**config.mk**
```make
export PLATFORM = sky130hd
export DESIGN_NAME = sha256_compress
export DESIGN_NICKNAME = d
export VERILOG_FILES = /design/src/rtl/sha256_compress.sv
export SDC_FILE = /design/constraint.sdc
export NUM_CORES = 2
export LEC_CHECK = 0
export CAP_MARGIN = 10
export CORE_AREA = 2 2 411 413
export DETAILED_ROUTE_END_ITERATION = 8
export DIE_AREA = 0 0 413 415
export GPL_TIMING_DRIVEN = 0
export HOLD_SLACK_MARGIN = 0.05
export PLACE_DENSITY = 0.73
export SLEW_MARGIN = 20
export SYNTH_ARGS = -nofsm -noshare
export SYNTH_HDL_FRONTEND = slang
export SYNTH_SLANG_ARGS = --single-unit
```
**constraint.sdc**
```tcl
create_clock -name clk_i -period 20.5 [get_ports clk_i]
set_clock_uncertainty 0.1 [all_clocks]
set_input_delay 4.1 -clock clk_i [delete_from_list [all_inputs] [get_ports clk_i]]
set_output_delay 4.1 -clock clk_i [all_outputs]
set_load 0.02 [all_outputs]
```
**src/rtl/sha256_compress.sv**
```systemverilog
// SHA-256 compression function, one round per clock.
// A job (message block plus chaining value) is accepted with a valid/ready
// handshake. Sixty-four rounds follow, with Kt fetched by address from an
// external constant memory. The updated hash is then held on a valid/yumi
// output until the consumer takes it.
//
// state   | meaning
// --------+----------------------------------------------------------
// S_IDLE  | waiting for a job; ready_o high
// S_ROUND | running rounds t = 0..63, one per cycle, Kt_addr_o = t
// S_DONE  | digest_o valid; waiting for yumi_i
module sha256_compress (
    input  logic         clk_i,
    input  logic         rst_n_i,
    input  logic         v_i,
    output logic         ready_o,
    input  logic [511:0] block_i,
    input  logic [255:0] hash_i,
    output logic [6:0]   Kt_addr_o,
    input  logic [31:0]  Kt_i,
    output logic         v_o,
    output logic [255:0] digest_o,
    input  logic         yumi_i
);

    typedef enum logic [1:0] {
        S_IDLE  = 2'd0,
        S_ROUND = 2'd1,
        S_DONE  = 2'd2
    } state_e;

    state_e       state_q, state_d;
    logic [5:0]   t_q, t_d;
    logic [31:0]  w_q [16];
    logic [31:0]  w_d [16];
    // Working variables a..h live at indices 0..7.
    logic [31:0]  wv_q [8];
    logic [31:0]  wv_d [8];
    // Chaining value H0..H7, kept for the final feed-forward addition.
    logic [31:0]  h_q [8];
    logic [31:0]  h_d [8];
    logic [255:0] digest_q, digest_d;

    logic [31:0]  t1, t2, w_new;

    function automatic logic [31:0] big_sigma0(input logic [31:0] x);
        return {x[1:0], x[31:2]} ^ {x[12:0], x[31:13]} ^ {x[21:0], x[31:22]};
    endfunction

    function automatic logic [31:0] big_sigma1(input logic [31:0] x);
        return {x[5:0], x[31:6]} ^ {x[10:0], x[31:11]} ^ {x[24:0], x[31:25]};
    endfunction

    function automatic logic [31:0] small_sigma0(input logic [31:0] x);
        return {x[6:0], x[31:7]} ^ {x[17:0], x[31:18]} ^ {3'b000, x[31:3]};
    endfunction

    function automatic logic [31:0] small_sigma1(input logic [31:0] x);
        return {x[16:0], x[31:17]} ^ {x[18:0], x[31:19]} ^ {10'b0, x[31:10]};
    endfunction

    function automatic logic [31:0] ch(input logic [31:0] x, input logic [31:0] y,
                                       input logic [31:0] z);
        return (x & y) ^ (~x & z);
    endfunction

    function automatic logic [31:0] maj(input logic [31:0] x, input logic [31:0] y,
                                        input logic [31:0] z);
        return (x & y) ^ (x & z) ^ (y & z);
    endfunction

    // Round datapath: T1/T2 from the current working variables, and the next
    // schedule word derived from the 16-entry window (W[0] is Wt).
    always_comb begin
        t1    = wv_q[7] + big_sigma1(wv_q[4]) + ch(wv_q[4], wv_q[5], wv_q[6])
              + Kt_i + w_q[0];
        t2    = big_sigma0(wv_q[0]) + maj(wv_q[0], wv_q[1], wv_q[2]);
        w_new = small_sigma1(w_q[14]) + w_q[9] + small_sigma0(w_q[1]) + w_q[0];
    end

    // Next-state logic for the control FSM and the whole datapath.
    always_comb begin
        state_d  = state_q;
        t_d      = t_q;
        w_d      = w_q;
        wv_d     = wv_q;
        h_d      = h_q;
        digest_d = digest_q;

        case (state_q)
            S_IDLE: begin
                if (v_i) begin
                    for (int i = 0; i < 16; i++) begin
                        w_d[i] = block_i[511 - 32*i -: 32];
                    end
                    for (int i = 0; i < 8; i++) begin
                        h_d[i]  = hash_i[255 - 32*i -: 32];
                        wv_d[i] = hash_i[255 - 32*i -: 32];
                    end
                    t_d     = 6'd0;
                    state_d = S_ROUND;
                end
            end

            S_ROUND: begin
                for (int i = 0; i < 15; i++) begin
                    w_d[i] = w_q[i+1];
                end
                w_d[15] = w_new;

                wv_d[0] = t1 + t2;
                wv_d[1] = wv_q[0];
                wv_d[2] = wv_q[1];
                wv_d[3] = wv_q[2];
                wv_d[4] = wv_q[3] + t1;
                wv_d[5] = wv_q[4];
                wv_d[6] = wv_q[5];
                wv_d[7] = wv_q[6];

                t_d = t_q + 6'd1;

                // The last round feeds forward straight into the output
                // register, so the digest is ready the cycle DONE is entered.
                if (t_q == 6'd63) begin
                    for (int i = 0; i < 8; i++) begin
                        digest_d[255 - 32*i -: 32] = h_q[i] + wv_d[i];
                    end
                    t_d     = 6'd0;
                    state_d = S_DONE;
                end
            end

            S_DONE: begin
                if (yumi_i) begin
                    state_d = S_IDLE;
                end
            end

            default: begin
                state_d = S_IDLE;
            end
        endcase
    end

    // State and datapath registers with synchronous active-low reset.
    always_ff @(posedge clk_i) begin
        if (!rst_n_i) begin
            state_q  <= S_IDLE;
            t_q      <= 6'd0;
            digest_q <= '0;
            for (int i = 0; i < 16; i++) begin
                w_q[i] <= '0;
            end
            for (int i = 0; i < 8; i++) begin
                wv_q[i] <= '0;
                h_q[i]  <= '0;
            end
        end else begin
            state_q  <= state_d;
            t_q      <= t_d;
            digest_q <= digest_d;
            w_q      <= w_d;
            wv_q     <= wv_d;
            h_q      <= h_d;
        end
    end

    // Handshake and constant-memory address are decoded from the state.
    always_comb begin
        ready_o   = (state_q == S_IDLE);
        v_o       = (state_q == S_DONE);
        Kt_addr_o = (state_q == S_ROUND) ? {1'b0, t_q} : 7'd0;
        digest_o  = digest_q;
    end

endmodule

```
---- After elaboration in Yosys (flattened, before gate mapping) ----
Cells that the tools add are included.
W data, S select, Z words.
word-level totals
  input port bits ......................... 804
  output and inout port bits .............. 265
  register bits after elaboration ......... 1288
  word-level logic and storage cells ...... 95
operators by class
  equal/unequal tests ..................... 6
  bitwise gates (word level) .............. 17
  reductions and logical operators ........ 6
  multiplexer cells ....................... 12
  add/sub/neg operators ................... 19
operator list
  operator               number
  $pmux W512 S2          1
  $add A32 B32 Y32       18
  $mux W512              1
  $pmux W256 S2          1
  $xor A32 B32 Y32       9
  $mux W256              1
  $and A32 B32 Y32       5
  $not A32 Y32           1
  $xor A32 B22 Y32       1
  $xor A32 B29 Y32       1
  $mux W6                3
  $pmux W6 S2            1
  $add A6 B1 Y6 const B  1
  $eq A6 B6 Y1 const B   1
  $mux W2                3
  $pmux W2 S3            1
  $reduce_and A2 Y1      3
  $ne A2 B2 Y1 const B   2
  $reduce_and A3 Y1      1
  $eq A2 B1 Y1 const B   1
  $eq A2 B2 Y1 const B   1
  $logic_not A2 Y1       1
  $ne A2 B1 Y1 const B   1
  $reduce_bool A2 Y1     1

---- Logic depth before layout (Yosys ltp) ----
  word-level depth ........................ 8
  mapped depth ............................ 39
  mapped depth without buffers ............ 39

---- Least setup slack after synthesis ----
No wires, ideal clock.
  path type ............................... in2reg
  start ................................... input Kt_i[9]
  end ..................................... register digest_q[255] (netlist: digest_o[255])
  buffers on the path ..................... 0
  required time ........................... 20326 ps
  library setup time ...................... 74 ps
  stages .................................. 38
  arrival time ............................ 11961 ps
  setup slack ............................. 8365 ps
  cells stage by stage .................... inv_1 -> fa_1 -> inv_1 -> fa_1 -> inv_1 -> fa_1 -> inv_1 -> ha_1 -> a211oi_1 -> nor2_1 -> or2_2 -> o311ai_1 -> o31ai_1 -> nor3_1 -> o21ai_0 -> or2_2 -> xor2_1 -> inv_1 -> (+2 left out) -> ha_1 -> nand2_1 -> nor3_1 -> and3_1 -> nand3_1 -> or4b_1 -> a21o_1 -> a21o_1 -> xnor2_1 -> inv_1 -> ha_1 -> or3_1 -> or3b_1 -> a31o_1 -> a21oi_2 -> xnor2_1 -> or3_1 -> a31oi_1
on the way
  longest elaborated chain between the ends .. 4
ends and longest elaborated chain
  element                        line  text
  start, declared                20    input logic [31:0] Kt_i,
  $add A32 B32 Y32 (2 in a row)  76    + Kt_i + w_q[0];
  $add A32 B32 Y32               111   wv_d[0] = t1 + t2;
  $add A32 B32 Y32               126   digest_d[255 - 32*i -: 32] = h_q[i] + wv_d[i];
  end signal, assigned           161   digest_q <= digest_d;
  end, declared                  42    logic [255:0] digest_q, digest_d;
No other way between the ends.
A chain may end at the register's enable or synchronous reset.

---- Worst setup path after layout ----
  start ................................... input Kt_i[9]
  end ..................................... register digest_q[253] (netlist: digest_o[253])
The elaborated chain is that of the path after synthesis.

==> results_dict.tcl <==
set metrics [dict create \
    cts_buffer_depth 3 \
    cts_tree "built" \
    netlist_area_sq_um 74100 \
    cts.hold.buffers_added 0 \
    io_buffer_count 1067 \
    overflow 0 \
    cts_setup_buffers 0 \
    synth.avg_cell_area_sq_um 7.82 \
    rsz0062_at_grt "no" \
    ys_warn_count 0 \
    first_pass_iters 9 \
    path_class "input port to flop" \
    area_growth_pct 25.4 \
    worstPathMaxFanout 6 \
    cp-end-kind "flop" \
    crit_slowest_cell "xor2_1" \
    worstPathBufferInverterCount 8 \
    cp_data_arrival_time_ns 15.17 \
    ys_seq_area_share_pct 34.8 \
    ys_types 84 \
    cts_num_sinks 1288 \
    use_met1_pct 54.2 \
    slew_viol_final 0 \
    cts_made_buffers 149 \
    insertion_delay_ns 0.83 \
    vias 79100 \
    htreeDepth 4 \
    critPathLaunchType "input port" \
    vias_per_cell 6.06 \
    layout_common_cells "nand2_1 (2202), dfxtp_1 (1288), clkdlybuf4s50_1 (1067)" \
    clk_pin_slew_worst_paths_ns 0.06 \
    antenna_found_initial 39 \
    cts_resized 0 \
    hold_viol_final 0 \
    setup_viol 0 \
    layout_commonest_cell "nand2_1" \
    fin_crit_ns 14.54 \
    outcome "complete, no violations" \
    slowest_delay_ns 0.87 \
    wl_per_cell_um 30.6 \
    synthCells 9479 \
    hpwl_um 327000 \
    cpLargestDelayFamily "adder cells" \
    finalCritPeriodShare_pct 70.9 \
    root_buffer "clkbuf_16" \
    relSlewSlack_pct 8.60 \
    maxCapViolCount 0 \
    fp.coreArea_sq_um 167000 \
    die_area_sq_um 171000 \
    grt_start_max_net_pins 17 \
    ant_nets 0 \
    grt_busiest_layer "met2" \
    drcViolationCount 0 \
    drt_iter0_drc 9759 \
    ys_ff_latch 1288 \
    rows 150 \
    fin_setup_tns_ns 0 \
    yosys.area.top_type_share_pct 34.8 \
    grt_pass1_vias 74200 \
    synthTopCellsByArea "dfxtp_1 (35%), nand2_1 (11%), ha_1 (6.4%)" \
    nets 12100 \
    path_common_cell "inv_1" \
    track_usage_pct 44.7 \
    wirelength_um 399000 \
    synth_edf_count 0 \
    fmaxAchievable_mhz 68.8 \
    worst_slew_pin_slew_ns 1.37 \
    start_util_pct 44.5 \
    synth_nets 10900 \
    met2_usage_pct 67.9 \
    die_x_um 413 \
    gr-usage-met3_pct 9.60 \
    io_pins 1069 \
    cp.required_ns 21.13 \
    min_path_type "flop to flop" \
    synth_top_cell_by_area "dfxtp_1" \
    place_congestion 1.10 \
    die_h_um 415 \
    grt_pass1_wl_um 544000 \
    synth_top_flop_cell "dfxtp_1" \
    ys_async_sr_fraction_pct 0 \
    drive_gt1_share_pct 3.23 \
]
## registers in the layout (all words and copies together), names as in the netlist
name      cells
digest_o    256
h_q         256
state_q       2
t_q           6
w_q         512
wv_q        256
## Yosys cell counts, types with 47 or more instances
library cell / number
a211oi_1: 66
a21o_1: 204
a21oi_1: 727
a311oi_1: 436
a31oi_1: 271
clkbuf_1: 632
dfxtp_1: 1288
fa_1: 195
ha_1: 377
inv_1: 460
nand2_1: 2202
nand3_1: 69
nor2_1: 714
nor3_1: 70
o211ai_1: 88
o21a_1: 50
o21ai_0: 482
o21bai_1: 47
xnor2_1: 365
xor2_1: 202
## cell type report
type                       count  area (sq um)
sequential                  1288         25800
antenna                       16          40.0
tap                         2204          2760
timing repair buffer        1082         11000
clock buffer                 223          4410
fill                       15700         73800
inverter                     461          1730
clock inverter                48           531
buffer                       660          2530
multi-input combinational   7070         44100
## path summary, 6_finish.rpt
kind	from	end	slack, ns	depth (start not counted)
min reg2reg	digest_o[175]$_SDFFE_PN0P_	digest_o[175]$_SDFFE_PN0P_	0.35	2
min	digest_o[175]$_SDFFE_PN0P_	digest_o[175]$_SDFFE_PN0P_	0.35	2
max reg2reg	wv_q[110]$_SDFFE_PN0P_	digest_o[253]$_SDFFE_PN0P_	9.14	37
max	Kt_i[9]	digest_o[253]$_SDFFE_PN0P_	5.96	38
## worst register-to-register path, delay by kind of cell (launching register included)
kind	cells	cell delay, ns
compound gates	8	2.37
xor+xnor	5	2.04
fa+ha+maj	6	2.65
buf+inv	6	1.06
flops	1	0.53
simple gates	12	2.48
## routing by layer
layer | wire [um] | vias up
li1 | - | 35100
met1 | 148000 | 37900
met2 | 172000 | 4959
met3 | 40000 | 1202
met4 | 38800 | 26
met5 | 165 | -
## through the flow
| step | setup WS (ns) | hold WS (ns) | util, % | cell area, sq um | std cells |
|---|---|---|---|---|---|
| after floorplan | 8.36 | 0.340 | - | 74100 | 9479 |
| after global placement | 5.59 | 0.338 | 52.5 | 87500 | 12800 |
| after detailed placement | 5.57 | 0.343 | 52.7 | 87900 | 12800 |
| after CTS | 6.39 | 0.351 | 55.7 | 92800 | 13000 |
| after global routing | 5.76 | 0.369 | 55.7 | 92900 | 13000 |
| final | 5.96 | 0.350 | 55.7 | 92900 | 13100 |
## cell families after synthesis
group / count (synthesis) / share of synthesized area, %
AOI/OAI and AO/OA: 2569 / 22.5
xor gates and xnor gates: 568 / 6.73
adders and majority gates: 577 / 11.7
buffers and inverters: 1121 / 5.68
DFF: 1288 / 34.8
muxes: 33 / 0.469
other: 1 / 0.00506
and+or+nand+nor: 3322 / 18.1
Power is left out: the tool's default activity adds up to more than one toggle a clock period on the data nets, which glitch-free logic cannot reach.
